===== config.mk =====
export PLATFORM = sky130hd
export DESIGN_NAME = uart_boot_loader
export DESIGN_NICKNAME = d
export VERILOG_FILES = /design/src/rtl/uart_boot_loader.sv
export SDC_FILE = /design/constraint.sdc
export NUM_CORES = 1
export LEC_CHECK = 0
export ABC_CLOCK_PERIOD_IN_PS = 10800
export CORE_ASPECT_RATIO = 1.75
export CORE_MARGIN = 2
export CORE_UTILIZATION = 68
export CTS_CLUSTER_DIAMETER = 60
export CTS_CLUSTER_SIZE = 28
export DETAILED_ROUTE_END_ITERATION = 8
export DONT_BUFFER_PORTS = 1
export GPL_TIMING_DRIVEN = 0
export PLACE_DENSITY = 0.84
export SLEW_MARGIN = 15
export SYNTH_ARGS = -nofsm -noshare
export SYNTH_HDL_FRONTEND = slang
export SYNTH_SLANG_ARGS = --single-unit

===== constraint.sdc =====
create_clock -name clk -period 10.8 [get_ports clk]
set_input_delay 0.54 -clock clk [delete_from_list [all_inputs] [get_ports clk]]
set_output_delay 0.54 -clock clk [all_outputs]
set_load 0.05 [all_outputs]

===== src/rtl/uart_boot_loader.sv =====
// UART programming front end: receives a length-prefixed 8N1 byte stream and
// writes little-endian 32-bit words to sequential upg_* memory addresses.
module uart_boot_loader #(
    parameter int CLK_FREQ_HZ    = 10_000_000,
    parameter int BAUD           = 128_000,
    parameter int TIMEOUT_CYCLES = 2_000_000
) (
    input  logic        clk,
    input  logic        rst,
    input  logic        upg_start_i,
    input  logic        rx_i,
    output logic        upg_wen_o,
    output logic [14:0] upg_adr_o,
    output logic [31:0] upg_dat_o,
    output logic        upg_done_o,
    output logic        upg_err_o
);

    localparam int CLKS_PER_BIT = CLK_FREQ_HZ / BAUD;
    localparam int CW = $clog2(CLKS_PER_BIT);
    localparam int TW = $clog2(TIMEOUT_CYCLES);
    localparam logic [CW-1:0] BIT_LAST   = CW'(CLKS_PER_BIT - 1);
    localparam logic [CW-1:0] HALF_LAST  = CW'(CLKS_PER_BIT / 2 - 1);
    localparam logic [TW-1:0] TIMER_LAST = TW'(TIMEOUT_CYCLES - 1);

    typedef enum logic [1:0] {RX_IDLE, RX_START, RX_DATA, RX_STOP} rx_state_t;
    typedef enum logic [2:0] {S_IDLE, S_HDR0, S_HDR1, S_DATA, S_WRITE, S_FINISH} state_t;

    logic            rx_meta_reg, rx_sync_reg, rx_prev_reg;
    rx_state_t       rx_state_reg;
    logic [CW-1:0]   clk_cnt_reg;
    logic [2:0]      bit_cnt_reg;
    logic [7:0]      shift_reg;
    logic [7:0]      rx_byte_reg;
    logic            byte_vld_reg;
    logic            frame_err_reg;

    state_t          state_reg;
    logic            start_armed_reg;
    logic [7:0]      n_lo_reg;
    logic [14:0]     words_left_reg;
    logic [14:0]     addr_cnt_reg;
    logic [23:0]     word_reg;
    logic [1:0]      byte_idx_reg;
    logic [TW-1:0]   timer_reg;
    logic            timing;
    logic            abort;
    logic [14:0]     n_next;

    always_ff @(posedge clk or posedge rst) begin
        if (rst) begin
            rx_meta_reg <= 1'b1;
            rx_sync_reg <= 1'b1;
            rx_prev_reg <= 1'b1;
        end else begin
            rx_meta_reg <= rx_i;
            rx_sync_reg <= rx_meta_reg;
            rx_prev_reg <= rx_sync_reg;
        end
    end

    always_ff @(posedge clk or posedge rst) begin
        if (rst) begin
            rx_state_reg  <= RX_IDLE;
            clk_cnt_reg   <= '0;
            bit_cnt_reg   <= '0;
            shift_reg     <= '0;
            rx_byte_reg   <= '0;
            byte_vld_reg  <= 1'b0;
            frame_err_reg <= 1'b0;
        end else begin
            byte_vld_reg  <= 1'b0;
            frame_err_reg <= 1'b0;
            case (rx_state_reg)
                RX_IDLE: begin
                    clk_cnt_reg <= '0;
                    if (rx_prev_reg && !rx_sync_reg) rx_state_reg <= RX_START;
                end
                RX_START: begin
                    // Mid-start re-check rejects short low glitches.
                    if (clk_cnt_reg == HALF_LAST) begin
                        clk_cnt_reg  <= '0;
                        bit_cnt_reg  <= '0;
                        rx_state_reg <= rx_sync_reg ? RX_IDLE : RX_DATA;
                    end else begin
                        clk_cnt_reg <= clk_cnt_reg + 1'b1;
                    end
                end
                RX_DATA: begin
                    if (clk_cnt_reg == BIT_LAST) begin
                        clk_cnt_reg <= '0;
                        shift_reg   <= {rx_sync_reg, shift_reg[7:1]};
                        bit_cnt_reg <= bit_cnt_reg + 1'b1;
                        if (bit_cnt_reg == 3'd7) rx_state_reg <= RX_STOP;
                    end else begin
                        clk_cnt_reg <= clk_cnt_reg + 1'b1;
                    end
                end
                RX_STOP: begin
                    if (clk_cnt_reg == BIT_LAST) begin
                        clk_cnt_reg  <= '0;
                        rx_state_reg <= RX_IDLE;
                        if (rx_sync_reg) begin
                            rx_byte_reg  <= shift_reg;
                            byte_vld_reg <= 1'b1;
                        end else begin
                            frame_err_reg <= 1'b1;
                        end
                    end else begin
                        clk_cnt_reg <= clk_cnt_reg + 1'b1;
                    end
                end
                default: rx_state_reg <= RX_IDLE;
            endcase
        end
    end

    assign timing = (state_reg == S_HDR0) || (state_reg == S_HDR1) || (state_reg == S_DATA);
    assign abort  = frame_err_reg || (timer_reg == TIMER_LAST);
    assign n_next = {rx_byte_reg[6:0], n_lo_reg};

    always_ff @(posedge clk or posedge rst) begin
        if (rst) begin
            state_reg       <= S_IDLE;
            start_armed_reg <= 1'b1;
            n_lo_reg        <= '0;
            words_left_reg  <= '0;
            addr_cnt_reg    <= '0;
            word_reg        <= '0;
            byte_idx_reg    <= '0;
            timer_reg       <= '0;
            upg_wen_o       <= 1'b0;
            upg_adr_o       <= '0;
            upg_dat_o       <= '0;
            upg_done_o      <= 1'b1;
            upg_err_o       <= 1'b0;
        end else begin
            upg_wen_o <= 1'b0;
            // A low level on upg_start_i re-arms; a held-high start cannot retrigger.
            if (!upg_start_i) start_armed_reg <= 1'b1;
            if (timing && !byte_vld_reg) timer_reg <= timer_reg + 1'b1;
            else                         timer_reg <= '0;

            case (state_reg)
                S_IDLE: begin
                    upg_done_o <= 1'b1;
                    if (upg_start_i && start_armed_reg) begin
                        state_reg       <= S_HDR0;
                        start_armed_reg <= 1'b0;
                        upg_err_o       <= 1'b0;
                        addr_cnt_reg    <= '0;
                        upg_done_o      <= 1'b0;
                    end
                end
                S_HDR0, S_HDR1, S_DATA: begin
                    if (byte_vld_reg) begin
                        if (state_reg == S_HDR0) begin
                            n_lo_reg  <= rx_byte_reg;
                            state_reg <= S_HDR1;
                        end else if (state_reg == S_HDR1) begin
                            words_left_reg <= n_next;
                            byte_idx_reg   <= '0;
                            state_reg      <= (n_next == 15'd0) ? S_FINISH : S_DATA;
                        end else begin
                            byte_idx_reg <= byte_idx_reg + 1'b1;
                            case (byte_idx_reg)
                                2'd0: word_reg[7:0]   <= rx_byte_reg;
                                2'd1: word_reg[15:8]  <= rx_byte_reg;
                                2'd2: word_reg[23:16] <= rx_byte_reg;
                                default: begin
                                    upg_dat_o <= {rx_byte_reg, word_reg};
                                    upg_adr_o <= addr_cnt_reg;
                                    upg_wen_o <= 1'b1;
                                    state_reg <= S_WRITE;
                                end
                            endcase
                        end
                    end else if (abort) begin
                        upg_err_o  <= 1'b1;
                        upg_done_o <= 1'b1;
                        state_reg  <= S_IDLE;
                    end
                end
                S_WRITE: begin
                    addr_cnt_reg   <= addr_cnt_reg + 1'b1;
                    words_left_reg <= words_left_reg - 1'b1;
                    state_reg      <= (words_left_reg == 15'd1) ? S_FINISH : S_DATA;
                end
                S_FINISH: begin
                    upg_done_o <= 1'b1;
                    state_reg  <= S_IDLE;
                end
                default: state_reg <= S_IDLE;
            endcase
        end
    end

endmodule


; ---- After elaboration in Yosys (flattened, before gate mapping)
; Cells that the tools add are included.
[classes]
addsub = 6
n_eq_ne = 28
mux = 50
bitwise = 3
reduce_logical = 35
[op_table]
columns = op, count
row1 = 2-to-1 mux 15 bit, 4
row2 = case mux 15 bit (2 select lines), 2
row3 = 2-to-1 mux 3 bit, 10
row4 = AND reduction 5 bit, 5
row5 = != test 2 bit (second input constant), 11
row6 = adder 21 x 1 -> 21 bit (second input constant), 1
row7 = equality test 21 bit (second input constant), 1
row8 = 2-to-1 mux 21 bit, 1
row9 = case mux 7 bit (3 select lines), 1
row10 = 2-to-1 mux 1 bit, 18
row11 = AND reduction 3 bit, 6
row12 = adder 15 x 1 -> 15 bit (second input constant), 1
row13 = equality test 15 x 1 -> 1 bit (second input constant), 1
row14 = zero test 15 bit, 1
row15 = subtractor 15 x 1 -> 15 bit (second input constant), 1
row16 = 2-to-1 mux 2 bit, 7
row17 = 2-to-1 mux 7 bit, 2
row18 = equality test 3 bit (second input constant), 3
row19 = case mux 3 bit (3 select lines), 1
row20 = case mux 2 bit (4 select lines), 1
row21 = AND reduction 4 bit, 2
row22 = nonzero test 2 bit, 4
row23 = adder 7 x 1 -> 7 bit (second input constant), 1
row24 = equality test 7 x 6 -> 1 bit (second input constant), 1
row25 = other kinds (22), 36
[word_totals]
reg_bits = 172
inputBits = 4
elab_cells = 147

; ---- Depth between registers and ports, before layout
; Gate-level depths: netlist of the first run.
[logic_depth]
ltp_word = 7
depth_mapped = 8

; ---- Least setup slack after synthesis of the first run
; No wires, ideal clock.
[synth_timing]
kind = register to register
startpoint = reg clk_cnt_reg[1]
endpoint = reg rx_byte_reg[0]
arrival_time_ns = 1.796
required_time_ns = 10.675
path_slack_ns = 8.879
stages_incl_launch_ff = 7
n_path_buf = 0
synth_period_minus_slack_ns = 1.921
path_cell_list = dfrtp_1 inv_1 ha_1 nand4_1 nor4b_1 nand3_1 mux2_2
[synth_via]
elab_chain_cells = 2
[synth_lines]
columns = element, line_no
row1 = from (decl), 31  ; logic [CW-1:0] clk_cnt_reg;
row2 = from (signal assigned), 86  ; clk_cnt_reg <= clk_cnt_reg + 1'b1;
row3 = from (signal assigned), 96  ; clk_cnt_reg <= clk_cnt_reg + 1'b1;
row4 = from (signal assigned), 110  ; clk_cnt_reg <= clk_cnt_reg + 1'b1;
row5 = equality test 7 bit, 100  ; if (clk_cnt_reg == BIT_LAST) begin
row6 = AND reduction 3 bit (no line), n/a
row7 = to (signal assigned), 104  ; rx_byte_reg <= shift_reg;
row8 = to (decl), 34  ; logic [7:0] rx_byte_reg;
; Every way passes these cells.
; A chain may end at the register's enable or synchronous reset.

; ---- Worst setup path in the final report of the first run
[layout_timing]
startpoint = reg clk_cnt_reg[1]
endpoint = reg rx_byte_reg[2]
; The elaborated chain is that of the path after synthesis.

==> flow_metrics.env, run 1 <==
export IMPL_seqCellArea_sq_um=4310
export IMPL_ant_nets=0
export IMPL_crit_required_ps=11110
export IMPL_reg2reg_depth=6
export IMPL_nFillCells=700
export IMPL_drive_above_1_share_pct=23.2
export IMPL_critical_path_top_delay_family="simple AND/OR/NAND/NOR gates"
export IMPL_netlist_instances=630
export IMPL_grt_overflow=0
export IMPL_synth_ff_latch_count=172
export IMPL_crit_cells=6
export IMPL_setup_viol=0
export IMPL_layout_cells_non_filler=796
export IMPL_yosys_warnings=0
export IMPL_cts_resized=0
export IMPL_finalCritPeriodShare_pct=23.2
export IMPL_drc=0
export IMPL_skew_ps=9.81
export IMPL_grt_max_degree=108
export IMPL_reg2reg_to="rx_byte_reg[2]$_DFFE_PP0P_"
export IMPL_routedWlPerCell_microns=20.4
export IMPL_startpoint_type="flip-flop"
export IMPL_synth_top_area_cell="dfrtp_1"
export IMPL_ys_seq_area_share_pct=56.8
export IMPL_leakage_nw=4.13
export IMPL_drt_iter0_drc=359
export IMPL_ir_drop_v=0.000169
export IMPL_crit_end="rx_byte_reg[2]$_DFFE_PP0P_"
export IMPL_cts_htree_levels=4
export IMPL_core_area_sq_um=11000
export IMPL_die_y_microns=144
export IMPL_hold_class="in2reg"
export IMPL_area_delta_synth_final_pct=11.0
export IMPL_gp_congestion=0.931
export IMPL_finalWirelength_microns=16200
export IMPL_cts_tree="built"
export IMPL_num_vias=5231
export IMPL_cts_root_buf="clkbuf_16"
export IMPL_path_cells="inv_1 > ha_1 > nand4_1 > nor4b_1 > nand3_1 > mux2_2"
export IMPL_slew_headroom_pct=47.3
export IMPL_cts_buffers=17
export IMPL_yosysTopAreaCellShare_pct=55.1
export IMPL_grt_pass1_wl_microns=26800
export IMPL_clk_path_buf_depth=2
export IMPL_critPathMaxStageDelay_ps=650
export IMPL_critPathMaxFanout=9
export IMPL_global_route_usage_total_pct=28.7
export IMPL_clk_latency_ps=430
export IMPL_fin_nets=668
export IMPL_synth_flop_cell="dfrtp_1"
export IMPL_maxSlewViolCount=0
export IMPL_syn_area_per_cell_sq_um=12.0
export IMPL_post_drt_via_cell_ratio=6.57
export IMPL_hold_viol=0
export IMPL_cts_clk_slew_worst_paths_ps=70
export IMPL_stdcell_area_sq_um=8420
export IMPL_cts_sinks=172
export IMPL_dp_hpwl_microns=10900
export IMPL_largest_reg_flops=32
export IMPL_multiInputGateArea_sq_um=3100
export IMPL_arrival_ps=2820
export IMPL_crit_buf_inv=1
export IMPL_fp_row_count=51
export IMPL_utilization_pct=76.7
export IMPL_finalSetupTns_ps=0
export IMPL_synth_cell_types=54
export IMPL_dr_pass1_iters=5
export IMPL_crit_start="clk_cnt_reg[1]$_DFF_PP0_"
export IMPL_initial_core_util_pct=69.1
export IMPL_syn_nets=647
export IMPL_fmax_mhz=399
export IMPL_async_flop_share_pct=100
export IMPL_antenna_cells=0
export IMPL_synth_area_top_cells="dfrtp_1, mux2_2, nand2_1"
export IMPL_antenna_found_initial=0
export IMPL_die_w_microns=83.9
export IMPL_drv_cap=0
export IMPL_port_buffers=0
export IMPL_worst_setup_path_type="reg2reg"
export IMPL_synth_edf_count=0
export IMPL_dpl_instance_area_sq_um=7790
export IMPL_dieArea_sq_um=12100
export IMPL_synthesis_area_sq_um=7590
export IMPL_fin_crit_ps=2510
export IMPL_io_pins=54
export IMPL_rsz0062_at_grt="false"
export IMPL_slowest_stage="nor4b_1"
export IMPL_r2r_slack_ps=8290
export IMPL_dp_cells=763
export IMPL_rr_startpoint="clk_cnt_reg[1]$_DFF_PP0_"
export IMPL_endpoint_kind="flip-flop"
export IMPL_tightest_slew_ps=789
export IMPL_status="completed"
export IMPL_grt_pass1_vias=5416
export IMPL_power_density_nw_per_um2=164
## layout make-up
class,count,area share (%)
multi-input combinational,415,36.8
inverter,18,0.891
clock inverter,15,2.36
tap,132,1.96
buffer,25,1.29
timing repair buffer,2,0.446
clock buffer,17,5.05
sequential,172,51.2
## how the worst min path moves through the flow
stage	slack, ps	endpoint	from	cells past startpoint
2_1_floorplan	350	rx_sync_reg$_DFF_PP1_	rx_meta_reg$_DFF_PP1_	0
3_3_place_gp	350	rx_sync_reg$_DFF_PP1_	rx_meta_reg$_DFF_PP1_	0
3_5_place_dp	350	rx_sync_reg$_DFF_PP1_	rx_meta_reg$_DFF_PP1_	0
4_1_cts	100	rx_meta_reg$_DFF_PP1_	rx_i	0
5_1_grt	90	rx_meta_reg$_DFF_PP1_	rx_i	0
6_report	100	rx_meta_reg$_DFF_PP1_	rx_i	0
## worst reg2reg max path, cell delays in order (launching register included)
cell     delay (ps)
dfrtp_1         410
inv_1            70
ha_1            140
nand4_1         130
nor4b_1         650
nand3_1         540
mux2_2          440
## layout by cell type, fill, tap and decap left out, types with 7 or more instances in the layout
| master | n |
|---|---|
| a21oi_1 | 23 |
| o21ai_0 | 25 |
| a2bb2oi_1 | 8 |
| inv_1 | 17 |
| nor4_1 | 8 |
| dfrtp_1 | 167 |
| mux2i_1 | 10 |
| buf_2 | 9 |
| mux2_2 | 94 |
| nand3_1 | 20 |
| nor2_1 | 33 |
| ha_1 | 13 |
| clkbuf_1 | 15 |
| nand2_1 | 45 |
| or4_1 | 8 |
| nand4_1 | 13 |
| and3_1 | 7 |
| clkbuf_16 | 17 |
| xor2_1 | 15 |
| o22ai_1 | 9 |
## Yosys cell counts, types with 9 or more instances
master,instances
a21oi_1,23
buf_2,9
clkbuf_1,15
dfrtp_1,167
ha_1,13
inv_1,18
mux2_2,94
mux2i_1,10
nand2_1,45
nand3_1,20
nand4_1,13
nor2_1,33
o21ai_0,25
o22ai_1,9
xor2_1,15
## timing repair
action,in CTS,in global routing
hold endpoints to repair,4,0
hold buffers,1,0
buffers inserted,0,0
## cells by family (layout without fill, tap and decap cells)
group	count (synthesis)	in the layout	synth area share (%)
buf+inv	43	77	2.32
simple gates	180	180	12.6
xor+xnor	19	19	2.19
flops	172	172	56.8
mux	104	104	15.3
fa+ha+maj	13	13	2.14
compound gates	99	99	8.69
## report_power, final
part | total [mW] | leakage, nW | switching (mW) | internal (mW)
combinational | 0.0651 | 1.55 | 0.0411 | 0.0240
clock | 0.638 | 0.306 | 0.283 | 0.354
sequential | 0.678 | 2.28 | 0.0195 | 0.659
## metrics by stage
step / total power [mW] / hold WS (ps) / setup slack [ps]
2_1_floorplan: 0.733 / 345 / 5610
3_3_place_gp: 0.746 / 348 / 4210
3_5_place_dp: 0.754 / 348 / 8410
4_1_cts: 1.39 / 95.8 / 8330
5_1_grt: 1.43 / 93.7 / 8170
6_report: 1.38 / 103 / 8290
## metal layers
layer	global-route usage (%)	wire (microns)	vias to the layer above
met5	0	0	-
met2	52.3	8970	159
met3	4.71	501	54
met1	32.0	6050	2668
li1	-	-	2350
met4	14.9	710	0
(Power assumes the default switching activity.)
==> inputs of run 2 (changes only) <==
- ABC_AREA: not set -> 1
- ABC_CLOCK_PERIOD_IN_PS: 10800 -> 2300
- CORE_UTILIZATION: 68 -> 57
- PLACE_DENSITY: 0.84 -> 0.75
- clock period: 10.8 -> 2.3 ns (I/O delays scaled with it)
==> run 2 against run 1 <==
Cell count up 46%. Clock-buffer cell count unchanged. Sequential share of layout area down 2.7 points. Non-clock buffer count up 5. Core utilization down 11 points. Area after synthesis up 4.0%. Via count up 20%. Highest routed layer unchanged. Clock power rose to 4.7 times the previous value. Wire length up 7.3%.
==> flow_metrics.env, run 2 <==
export IMPL_status="completed"
export IMPL_syn_nets=967
export IMPL_area_delta_synth_final_pct=12.6
export IMPL_finalSetupTns_ps=0
export IMPL_cts_root_buf="clkbuf_16"
export IMPL_skew_ps=11.6
export IMPL_whs_path_depth=3
export IMPL_port_buffers=0
export IMPL_postCtsSetupRepairBufs=0
export IMPL_fp_row_count=56
export IMPL_antenna_cells=0
export IMPL_layout_cells_non_filler=1164
export IMPL_netlist_instances=950
export IMPL_cts_tree="built"
export IMPL_synth_area_top_cells="dfrtp_1, nand2_1, o21ai_0"
export IMPL_dp_hpwl_microns=12500
export IMPL_crit_start="words_left_reg[0]$_DFFE_PP0P_"
export IMPL_routedWlPerCell_microns=15.0
export IMPL_yosys_top_cells_count="nand2_1, dfrtp_1, nor2_1, o21ai_0, inv_1"
export IMPL_synth_cell_types=38
export IMPL_rsz0062_at_grt="false"
export IMPL_dieArea_sq_um=14800
export IMPL_top_layer="met4"
export IMPL_startpoint_type="flip-flop"
export IMPL_reg2reg_depth=7
export IMPL_largest_reg_flops=32
export IMPL_async_flop_share_pct=100
export IMPL_die_w_microns=93.0
export IMPL_ys_seq_area_share_pct=54.6
export IMPL_grt_max_degree=38
export IMPL_dr_wl_met3_microns=545
export IMPL_clk_path_buf_depth=2
export IMPL_drt_iter0_drc=383
export IMPL_yosys_cell_count_top_type="nand2_1"
export IMPL_dr_pass1_iters=5
export IMPL_die_y_microns=160
export IMPL_gp_congestion=0.869
export IMPL_num_vias=6279
export IMPL_core_area_sq_um=13500
export IMPL_tightest_slew_ps=639
export IMPL_setup_viol=0
export IMPL_rr_startpoint="words_left_reg[0]$_DFFE_PP0P_"
export IMPL_slew_headroom_pct=57.3
export IMPL_fmax_mhz=544
export IMPL_grt_pass1_wl_microns=30100
export IMPL_crit_required_ps=2600
export IMPL_final_cell_mix="nand2_1, dfrtp_1, nor2_1, o21ai_0, inv_1"
export IMPL_endpoint_kind="flip-flop"
export IMPL_synth_ff_latch_count=172
export IMPL_synth_edf_count=0
export IMPL_cts_buffers=17
export IMPL_io_pins=54
export IMPL_yosys_warnings=0
export IMPL_synth_flop_cell="dfrtp_1"
export IMPL_ir_drop_v=0.000624
export IMPL_arrival_ps=2140
export IMPL_layout_commonest_cell="nand2_1"
export IMPL_grt_overflow=0
export IMPL_post_drt_via_cell_ratio=5.39
export IMPL_yosysTopAreaCellShare_pct=52.9
export IMPL_cts_clk_slew_worst_paths_ps=70
export IMPL_hold_viol=0
export IMPL_drive_above_1_share_pct=8.69
export IMPL_fin_crit_ps=1840
export IMPL_utilization_pct=66.1
export IMPL_antenna_found_initial=0
export IMPL_global_route_usage_total_pct=25.4
export IMPL_cts_sinks=172
export IMPL_finalCritPeriodShare_pct=80.0
export IMPL_syn_area_per_cell_sq_um=8.31
export IMPL_fin_ws_ps=461
export IMPL_wl_met1_microns=6890
export IMPL_place_ws_ps=497
export IMPL_grt_pass1_vias=6489
export IMPL_critPathMaxFanout=6
export IMPL_route_met2_wl_microns=9310
export IMPL_maxSlewViolCount=0
export IMPL_drc=0
export IMPL_cts_htree_levels=4
export IMPL_drv_cap=0
export IMPL_hold_start="upg_start_i"
export IMPL_finalWirelength_microns=17400
export IMPL_dp_cells=1129
export IMPL_leakage_nw=4.49
export IMPL_synthesis_area_sq_um=7890
export IMPL_hold_class="in2reg"
export IMPL_cts_hold_buf=3
export IMPL_synth_top_area_cell="dfrtp_1"
export IMPL_ant_nets=0
export IMPL_cts_resized=0
export IMPL_clk_latency_ps=430
export IMPL_worst_setup_path_type="reg2reg"
export IMPL_initial_core_util_pct=58.7
export IMPL_power_density_nw_per_um2=709
export IMPL_fin_nets=994
-- run 2: area by class of cell --
class	instances	area (sq um)
buffer	24	158
clock buffer	17	425
clock inverter	15	209
fill	1095	4570
inverter	102	388
multi-input combinational	652	3040
sequential	172	4310
tap	174	218
timing repair buffer	8	138
-- run 2: through the flow --
| step | power [mW] | cell area (sq um) | hold slack (ps) |
|---|---|---|---|
| 3_5_place_dp | 3.37 | 8220 | 107 |
| 5_1_grt | 6.53 | 8890 | 122 |
| 4_1_cts | 6.35 | 8890 | 95.1 |
| 2_1_floorplan | 3.30 | 7900 | 119 |
| 6_report | 6.30 | 8890 | 99.9 |
| 3_3_place_gp | 3.34 | 8120 | 120 |
-- run 2: logic make-up (layout without fill, tap and decap cells) --
kind of cell,after synthesis,count (layout),share of synthesized area [%]
fa+ha+maj,13,13,2.06
compound gates,151,151,9.87
flops,172,172,54.6
simple gates,477,477,25.4
buf+inv,126,166,6.86
xor+xnor,11,11,1.22
-- run 2: layer usage --
metal	vias to the layer above	global-route usage, %
li1	3084	-
met1	2990	29.2
met2	151	45.3
met3	54	3.92
met4	0	12.2
met5	-	0
-- run 2: path summary, 6_finish.rpt --
path | end | slack [ps]
max reg2reg | words_left_reg[10]$_DFFE_PP0P_ | 460
min reg2reg | rx_sync_reg$_DFF_PP1_ | 360
max | words_left_reg[10]$_DFFE_PP0P_ | 460
min in group asynchronous | clk_cnt_reg[4]$_DFF_PP0_ | 250
min | upg_err_o$_DFFE_PP0P_ | 100
max in group asynchronous | upg_dat_o[30]$_DFFE_PP0P_ | 800
-- run 2: power by group --
part,total (mW),internal [mW],switching (mW)
sequential,3.10,3.06,0.0429
clock,2.99,1.59,1.40
combinational,0.208,0.0667,0.141
-- run 2: worst max-delay path, stage by stage (launching register included) --
cell,delay (ps)
dfrtp_1,400
inv_1,110
ha_1,210
nand2_1,130
nor2_1,350
nand3_1,220
o21ai_0,210
a21oi_1,90
